### config.mk
export PLATFORM = sky130hd
export DESIGN_NAME = seq_mult_top_flat
export DESIGN_NICKNAME = d
export VERILOG_FILES = /design/src/rtl/mult_pkg.sv /design/src/rtl/mult_if.sv /design/src/rtl/mult_ctrl.sv /design/src/rtl/mult_datapath.sv /design/src/rtl/seq_mult_top.sv /design/src/flat_wrapper.sv
export SDC_FILE = /design/constraint.sdc
export NUM_CORES = 1
export LEC_CHECK = 0
export CAP_MARGIN = 20
export CORE_AREA = 4 4 56 58
export CTS_CLUSTER_SIZE = 14
export DETAILED_ROUTE_END_ITERATION = 8
export DIE_AREA = 0 0 60 62
export PLACE_DENSITY = 0.72
export SYNTH_ARGS = -nofsm -noshare
export SYNTH_HDL_FRONTEND = slang
export SYNTH_HIERARCHICAL = 1
export SYNTH_SLANG_ARGS = --single-unit
export TNS_END_PERCENT = 10
### constraint.sdc
create_clock -name clk -period 2.8 [get_ports clk]
set_input_delay 0.56 -clock clk [delete_from_list [all_inputs] [get_ports clk]]
set_output_delay 0.56 -clock clk [all_outputs]
set_load 0.05 [all_outputs]
### src/rtl/mult_pkg.sv
// mult_pkg
// Shared definitions for the sequential shift-and-add multiplier:
//   - DEFAULT_WIDTH : default operand width
//   - state_e       : controller states (LOAD, CALC, DONE)
//   - cnt_width()   : width of the step counter for a given operand width
package mult_pkg;

    localparam int DEFAULT_WIDTH = 4;

    typedef enum logic [1:0] {
        LOAD = 2'd0,
        CALC = 2'd1,
        DONE = 2'd2
    } state_e;

    // The step counter must hold 0..width-1, with a one-bit floor for width 1.
    function automatic int cnt_width(input int width);
        return (width > 1) ? $clog2(width) : 1;
    endfunction

endpackage

### src/rtl/mult_if.sv
// mult_if
// Operand and product bundle of the multiplier.
//   da : multiplicand, WIDTH bits, unsigned
//   db : multiplier,   WIDTH bits, unsigned
//   p  : product,      2*WIDTH bits, held between results
// master drives the operands and reads the product; slave is the multiplier.
interface mult_if #(
    parameter int WIDTH = 4
);
    logic [WIDTH-1:0]   da;
    logic [WIDTH-1:0]   db;
    logic [2*WIDTH-1:0] p;

    modport master (output da, output db, input p);
    modport slave  (input da, input db, output p);
endinterface

### src/rtl/mult_ctrl.sv
// mult_ctrl
// Free-running controller: LOAD for one cycle, CALC for WIDTH cycles, DONE for
// one cycle, then back to LOAD.
//   clk   : clock, rising edge
//   reset : asynchronous, active-low
//   load  : strobe, sample operands and clear the accumulator
//   step  : strobe, perform one add/shift step
//   done  : strobe, publish the product
module mult_ctrl
    import mult_pkg::*;
#(
    parameter int WIDTH = DEFAULT_WIDTH
) (
    input  logic clk,
    input  logic reset,
    output logic load,
    output logic step,
    output logic done
);

    localparam int                CNT_W = cnt_width(WIDTH);
    localparam logic [CNT_W-1:0]  LAST  = CNT_W'(WIDTH - 1);

    state_e           state_q, state_d;
    logic [CNT_W-1:0] cnt_q,   cnt_d;

    always_ff @(posedge clk or negedge reset) begin
        if (!reset) begin
            state_q <= LOAD;
            cnt_q   <= '0;
        end else begin
            state_q <= state_d;
            cnt_q   <= cnt_d;
        end
    end

    always_comb begin
        state_d = state_q;
        cnt_d   = cnt_q;
        load    = 1'b0;
        step    = 1'b0;
        done    = 1'b0;
        case (state_q)
            LOAD: begin
                load    = 1'b1;
                cnt_d   = '0;
                state_d = CALC;
            end
            CALC: begin
                step  = 1'b1;
                // May wrap on the last step; LOAD clears it again.
                cnt_d = cnt_q + CNT_W'(1);
                if (cnt_q == LAST) begin
                    state_d = DONE;
                end
            end
            DONE: begin
                done    = 1'b1;
                state_d = LOAD;
            end
            default: begin
                state_d = LOAD;
            end
        endcase
    end

endmodule

### src/rtl/mult_datapath.sv
// mult_datapath
// Shift-and-add datapath: M (multiplicand), Q (multiplier, fills with the
// low product bits), A (accumulator with carry) and the held product p.
//   clk, reset : clock and asynchronous active-low reset
//   load       : M<-da, Q<-db, A<-0
//   step       : {A,Q} <- ({A + (Q[0] ? M : 0), Q}) >> 1
//   done       : p <- {A[WIDTH-1:0], Q}
//   da, db     : operands
//   p          : product register
module mult_datapath
    import mult_pkg::*;
#(
    parameter int WIDTH = DEFAULT_WIDTH
) (
    input  logic               clk,
    input  logic               reset,
    input  logic               load,
    input  logic               step,
    input  logic               done,
    input  logic [WIDTH-1:0]   da,
    input  logic [WIDTH-1:0]   db,
    output logic [2*WIDTH-1:0] p
);

    logic [WIDTH-1:0]   m_q, m_d;
    logic [WIDTH-1:0]   q_q, q_d;
    logic [WIDTH:0]     a_q, a_d;
    logic [2*WIDTH-1:0] p_q, p_d;

    logic [WIDTH:0]     addend;
    logic [WIDTH:0]     sum;

    always_ff @(posedge clk or negedge reset) begin
        if (!reset) begin
            m_q <= '0;
            q_q <= '0;
            a_q <= '0;
            p_q <= '0;
        end else begin
            m_q <= m_d;
            q_q <= q_d;
            a_q <= a_d;
            p_q <= p_d;
        end
    end

    always_comb begin
        m_d    = m_q;
        q_d    = q_q;
        a_d    = a_q;
        p_d    = p_q;
        // Sum is one bit wider than M so the carry survives into the shift.
        addend = q_q[0] ? {1'b0, m_q} : '0;
        sum    = a_q + addend;
        if (load) begin
            m_d = da;
            q_d = db;
            a_d = '0;
        end else if (step) begin
            // Right shift of {sum, Q}: sum's LSB moves into Q's MSB, 0 enters A.
            a_d = {1'b0, sum[WIDTH:1]};
            q_d = {sum[0], q_q[WIDTH-1:1]};
        end else if (done) begin
            p_d = {a_q[WIDTH-1:0], q_q};
        end
    end

    assign p = p_q;

endmodule

### src/rtl/seq_mult_top.sv
// seq_mult_top
// Free-running sequential unsigned multiplier. Operands are sampled once per
// WIDTH+2 cycle period and the product is published on a held register.
//   clk   : clock, rising edge
//   reset : asynchronous, active-low
//   bus   : mult_if slave (da, db in; p out)
module seq_mult_top
    import mult_pkg::*;
#(
    parameter int WIDTH = DEFAULT_WIDTH
) (
    input  logic   clk,
    input  logic   reset,
    mult_if.slave  bus
);

    logic load;
    logic step;
    logic done;

    mult_ctrl #(
        .WIDTH (WIDTH)
    ) u_ctrl (
        .clk   (clk),
        .reset (reset),
        .load  (load),
        .step  (step),
        .done  (done)
    );

    mult_datapath #(
        .WIDTH (WIDTH)
    ) u_datapath (
        .clk   (clk),
        .reset (reset),
        .load  (load),
        .step  (step),
        .done  (done),
        .da    (bus.da),
        .db    (bus.db),
        .p     (bus.p)
    );

endmodule

### src/flat_wrapper.sv
// flat-port wrapper written by rule: the top's interface ports become plain ports
module seq_mult_top_flat import mult_pkg::*;
#(
    parameter int WIDTH = DEFAULT_WIDTH
)
  (clk, reset, bus_da, bus_db, bus_p);
  mult_if #(.WIDTH(WIDTH)) bus_i ();
  input  logic clk;
  input  logic reset;
  input wire logic [$bits(bus_i.da)-1:0] bus_da;
  input wire logic [$bits(bus_i.db)-1:0] bus_db;
  output wire logic [$bits(bus_i.p)-1:0] bus_p;
  assign bus_i.da = bus_da;
  assign bus_i.db = bus_db;
  assign bus_p = bus_i.p;
  seq_mult_top #(.WIDTH(WIDTH)) u_core (.clk(clk), .reset(reset), .bus(bus_i));
endmodule
==> impl_summary.md <==
Global routing
The via count of the first global-routing pass is roughly 700. The number of antenna violations at the first check in global routing is 0. The total global-route track usage is 0.117. The first-pass GRT wire length is 3230 um.

The pin count of the biggest net entering global routing is 25. The total overflow reported by the global router is 0.

Setup path
The maximum single-stage delay on the critical path is 0.80 ns. Setup slack on the worst reg-to-reg path comes out at 0.94 ns. The number of buffers and inverters on the critical path is 1. At the worst endpoint, the required time is 2.24 ns. The worst setup path is launched from a flip-flop. Along the worst path, the maximum fanout reaches 2. For this design, the slowest cell found on the critical path is clkdlybuf4s50_1. The start-to-end type of the worst setup path is reg -> out. In this run the number of cells on the critical path is 1. The launch instance of the worst register-to-register path is u_core/u_datapath/q_q[0]$_DFFE_PN0P_. The arrival time at the worst endpoint is 1.50 ns. The worst-case reg-to-reg path depth is 7. The critical path goes through clkdlybuf4s50_1. The element type at the critical path end is an output pin. The top cell family by delay on the critical path is buffers and inverters. The capture instance of the worst register-to-register path is u_core/u_datapath/a_q[3]$_DFFE_PN0P_.

Worst hold path
For hold timing, the worst endpoint is u_core/u_ctrl/state_q[0]$_DFFE_PN0P_. The worst hold path belongs to the class reg -> reg. The cell count of the worst hold path is 1. The startpoint of the lowest-slack hold path is u_core/u_ctrl/state_q[0]$_DFFE_PN0P_.

Drt
The detail-routed net length per standard cell is 12.9 um. Once detail routing completed, the nets flagged for antenna violations numbered 0. After detailed routing, the number of remaining DRC violations is 0. The routed design has approximately 1800 um of wire.

Dividing the detail-routed via count by the number of cells gives 5.03. The detailed router placed approximately 720 vias in this run. For this block, the initial DRC count from the detailed router was 4. The first-pass detailed-route iteration total is 4.

Clocking
CTS placed an instance of clkbuf_4 at the clock tree root. Counting along the longest clock path gives a buffer depth of 2. The H-tree level count is 1. The tree built by TritonCTS fans out to 24 sinks. TritonCTS built the clock tree. Clock-pin slew was measured on the worst setup and hold paths at 0.14 ns. In this run, post-CTS hold repair placed 0 buffers. The clock network latency to the later pin of the worst-skew pair is slightly above 0.3 ns. Once the clock tree was built, the setup fixing pass inserted 0 buffers.

The number of gates resized after CTS was 0. The TritonCTS buffer count is 3.

Placed design
The weighted congestion reported at the end of routability-driven placement is about 0.7. The post-detailed-placement half-perimeter wirelength is between 1000 and 1500 um. The worst setup slack after placement is 0.970 ns. In this run the tool buffered the top-level ports with 17 buffer cells.

Power and ir drop
Of the total power, the share spent switching nets is 0.273. In this run the power spent charging and discharging nets is 226 uW. The power density over cell area is around 590 nW/um2. VDD sags by at most between 0.3 and 0.4 mV. The sequential power share is 0.473.

Of the total power, combinational logic draws 0.230. The share of total power dissipated in the clock network is 0.297. The internal power consumption is 603 uW. The total leakage power is approximately 0.67 nW.

Yosys
The number of synthesized register bits is 24. Of the total synthesized cell area, the portion taken by XOR and XNOR cells is 0.00752. The area share of fa/ha/maj cells after synthesis is 0.0709. The share of the Yosys chip area taken by registers is 0.516. The compound-cell area share of the yosys netlist came to 0.0569. The post-synth design cell area is ~1200 um2. In the synthesized netlist the dominant register cell turns out to be dfrtp_1. The async set-reset flop share out of synthesis is 1.00. The number of synthesized flops with an enable pin is 0.

The synthesized area per cell is about 13 um2. The number of nets in the synthesized netlist is about 110. During synthesis, Yosys emitted a total of 6 warnings. The post-synthesis mux area share is 0.194. After synthesis, the netlist uses 26 different library cells. Of the total synthesized cell area, the portion taken by AND, OR, NAND and NOR gates is 0.112. The cell count after synthesis came out at 93. By area, the combinational part of the netlist is dominated by multiplexers.

Run status
The run finished with clean final reports.

STA
Setup total negative slack on the finished layout was measured at 0 ns. For the final database, setup skew stands at a little over 0.01 ns. The slew at the pin closest to its max-slew limit is approximately 0.65 ns. In this run the tightest slew margin relative to its limit is 0.563. The fmax is 485 MHz.

The max-slew violation count came to 0. The number of endpoints with negative hold slack in the final report is 0. Setup violations remaining at the end of the flow were counted as 0. The least setup slack across all paths after layout is 0.738 ns.

The clock period minus worst slack is 2.06 ns. The post-route clock period utilization is 0.736. Setup repair after global routing left no endpoint under its margin.

Layout
The share of post-route cells with drive strength above 1 is 0.196. The number of nets in the layout is 129. The area added between synthesis and finish is 21.1%. The final core utilization is 0.530. The antenna cell count is 0. The filler cells instantiated in the layout total 233.

Floorplanning
The number of standard-cell rows in the floorplan is 19. The initial utilization of the core area, before any placement, comes to 0.437. The height of the die is roughly 62 um.

The placeable core area is 2660 um2. The horizontal extent of the die is 60 um. The die covers 3720 um2. The number of top-level pins is 18.

Job
The number of violations of the max-capacitance limit is 0.
-- layout by cell type (no fill, tap or decap) --
master and n:
mux2i_1 5, clkbuf_4 3, nand4_1 1, nand3_1 1
fa_1 1, nand3b_1 1, mux2_2 5, bufinv_16 1
a21oi_1 3, nor2b_2 1, nand2_1 6, nor2_1 4
a311oi_1 1, dfrtp_1 24, nor2_2 1, and2_1 4
a2111oi_0 1, a22o_1 1, inv_1 5, and2_4 1
ha_1 5, o21ai_0 5, nor2b_1 4, buf_4 2
clkdlybuf4s50_1 17, xnor2_1 1, mux2_4 8
-- how the worst max path moves through the flow --
stage                                         start                                   end  slack [ns]
6_report         u_core/u_datapath/p[3]$_DFFE_PN0P_                              bus_p[3]        0.74
5_1_grt          u_core/u_datapath/p[3]$_DFFE_PN0P_                              bus_p[3]        0.68
4_1_cts          u_core/u_datapath/p[3]$_DFFE_PN0P_                              bus_p[3]        0.72
3_5_place_dp   u_core/u_datapath/q_q[0]$_DFFE_PN0P_  u_core/u_datapath/a_q[3]$_DFFE_PN0P_        0.97
3_3_place_gp   u_core/u_datapath/q_q[0]$_DFFE_PN0P_  u_core/u_datapath/a_q[3]$_DFFE_PN0P_        1.07
2_1_floorplan  u_core/u_datapath/q_q[0]$_DFFE_PN0P_  u_core/u_datapath/a_q[3]$_DFFE_PN0P_        1.22
-- power by group through the flow --
stage / Combinational (mW) / Sequential (mW) / Clock (mW)
floorplan: 0.0443 / 0.474 / 0
global placement: 0.192 / 0.396 / 0
detailed placement: 0.192 / 0.400 / 0
CTS: 0.193 / 0.393 / 0.251
global route: 0.201 / 0.398 / 0.269
finish: 0.191 / 0.392 / 0.246
-- synthesized netlist by cell type, types with 2 or more instances --
library cell / count / area [um2]
nor2_1: 4 / 15.0
and2_1: 4 / 25.0
a21oi_1: 3 / 15.0
nor2b_1: 4 / 25.0
ha_1: 5 / 62.6
inv_1: 5 / 18.8
o21ai_0: 5 / 25.0
mux2_4: 8 / 120
dfrtp_1: 24 / 601
mux2_2: 5 / 56.3
buf_6: 2 / 22.5
nand2_1: 6 / 22.5
mux2i_1: 5 / 50.1
-- cells by family (layout without fill, tap and decap cells) --
logic type	count (synthesis)	in the layout
multiplexers	18	18
adder cells (fa/ha/maj)	6	6
AO/OA/AOI/OAI	11	11
AND/OR/NAND/NOR	24	24
XOR/XNOR	1	1
flip-flops	24	24
buffers and inverters	9	28
-- registers in the layout, summed over array words and instances, names as in the netlist --
register / flops
u_core/u_ctrl/cnt_q: 2
u_core/u_datapath/q_q: 4
u_core/u_datapath/m_q: 4
u_core/u_datapath/p: 8
u_core/u_ctrl/state_q: 2
u_core/u_datapath/a_q: 4
-- through the flow --
step           cell area [um2]  power, mW  hold WS [ns]  std cells
6_report                  1410      0.828         0.508        143
5_1_grt                   1410      0.867         0.556        143
4_1_cts                   1410      0.837         0.508        143
3_5_place_dp              1360      0.592         0.486        139
3_3_place_gp              1360      0.588         0.471        139
2_1_floorplan             1160      0.518         0.264         93
-- area by class of cell --
class	count	area (um2)	area share
Multi-Input combinational cell	60	514	0.365
Sequential cell	24	601	0.426
Timing Repair Buffer	19	185	0.131
Clock inverter	1	30.0	0.0213
Clock buffer	3	22.5	0.0160
Tap cell	31	38.8	0.0275
Inverter	5	18.8	0.0133
-- layer usage --
layer	track usage	vias up	share of wire
met5	0	-	0
met4	0.0570	0	0.0087
li1	-	357	-
met3	0.0186	2	0.044
met2	0.185	15	0.48
met1	0.157	345	0.46
(Power assumes the default switching activity.)
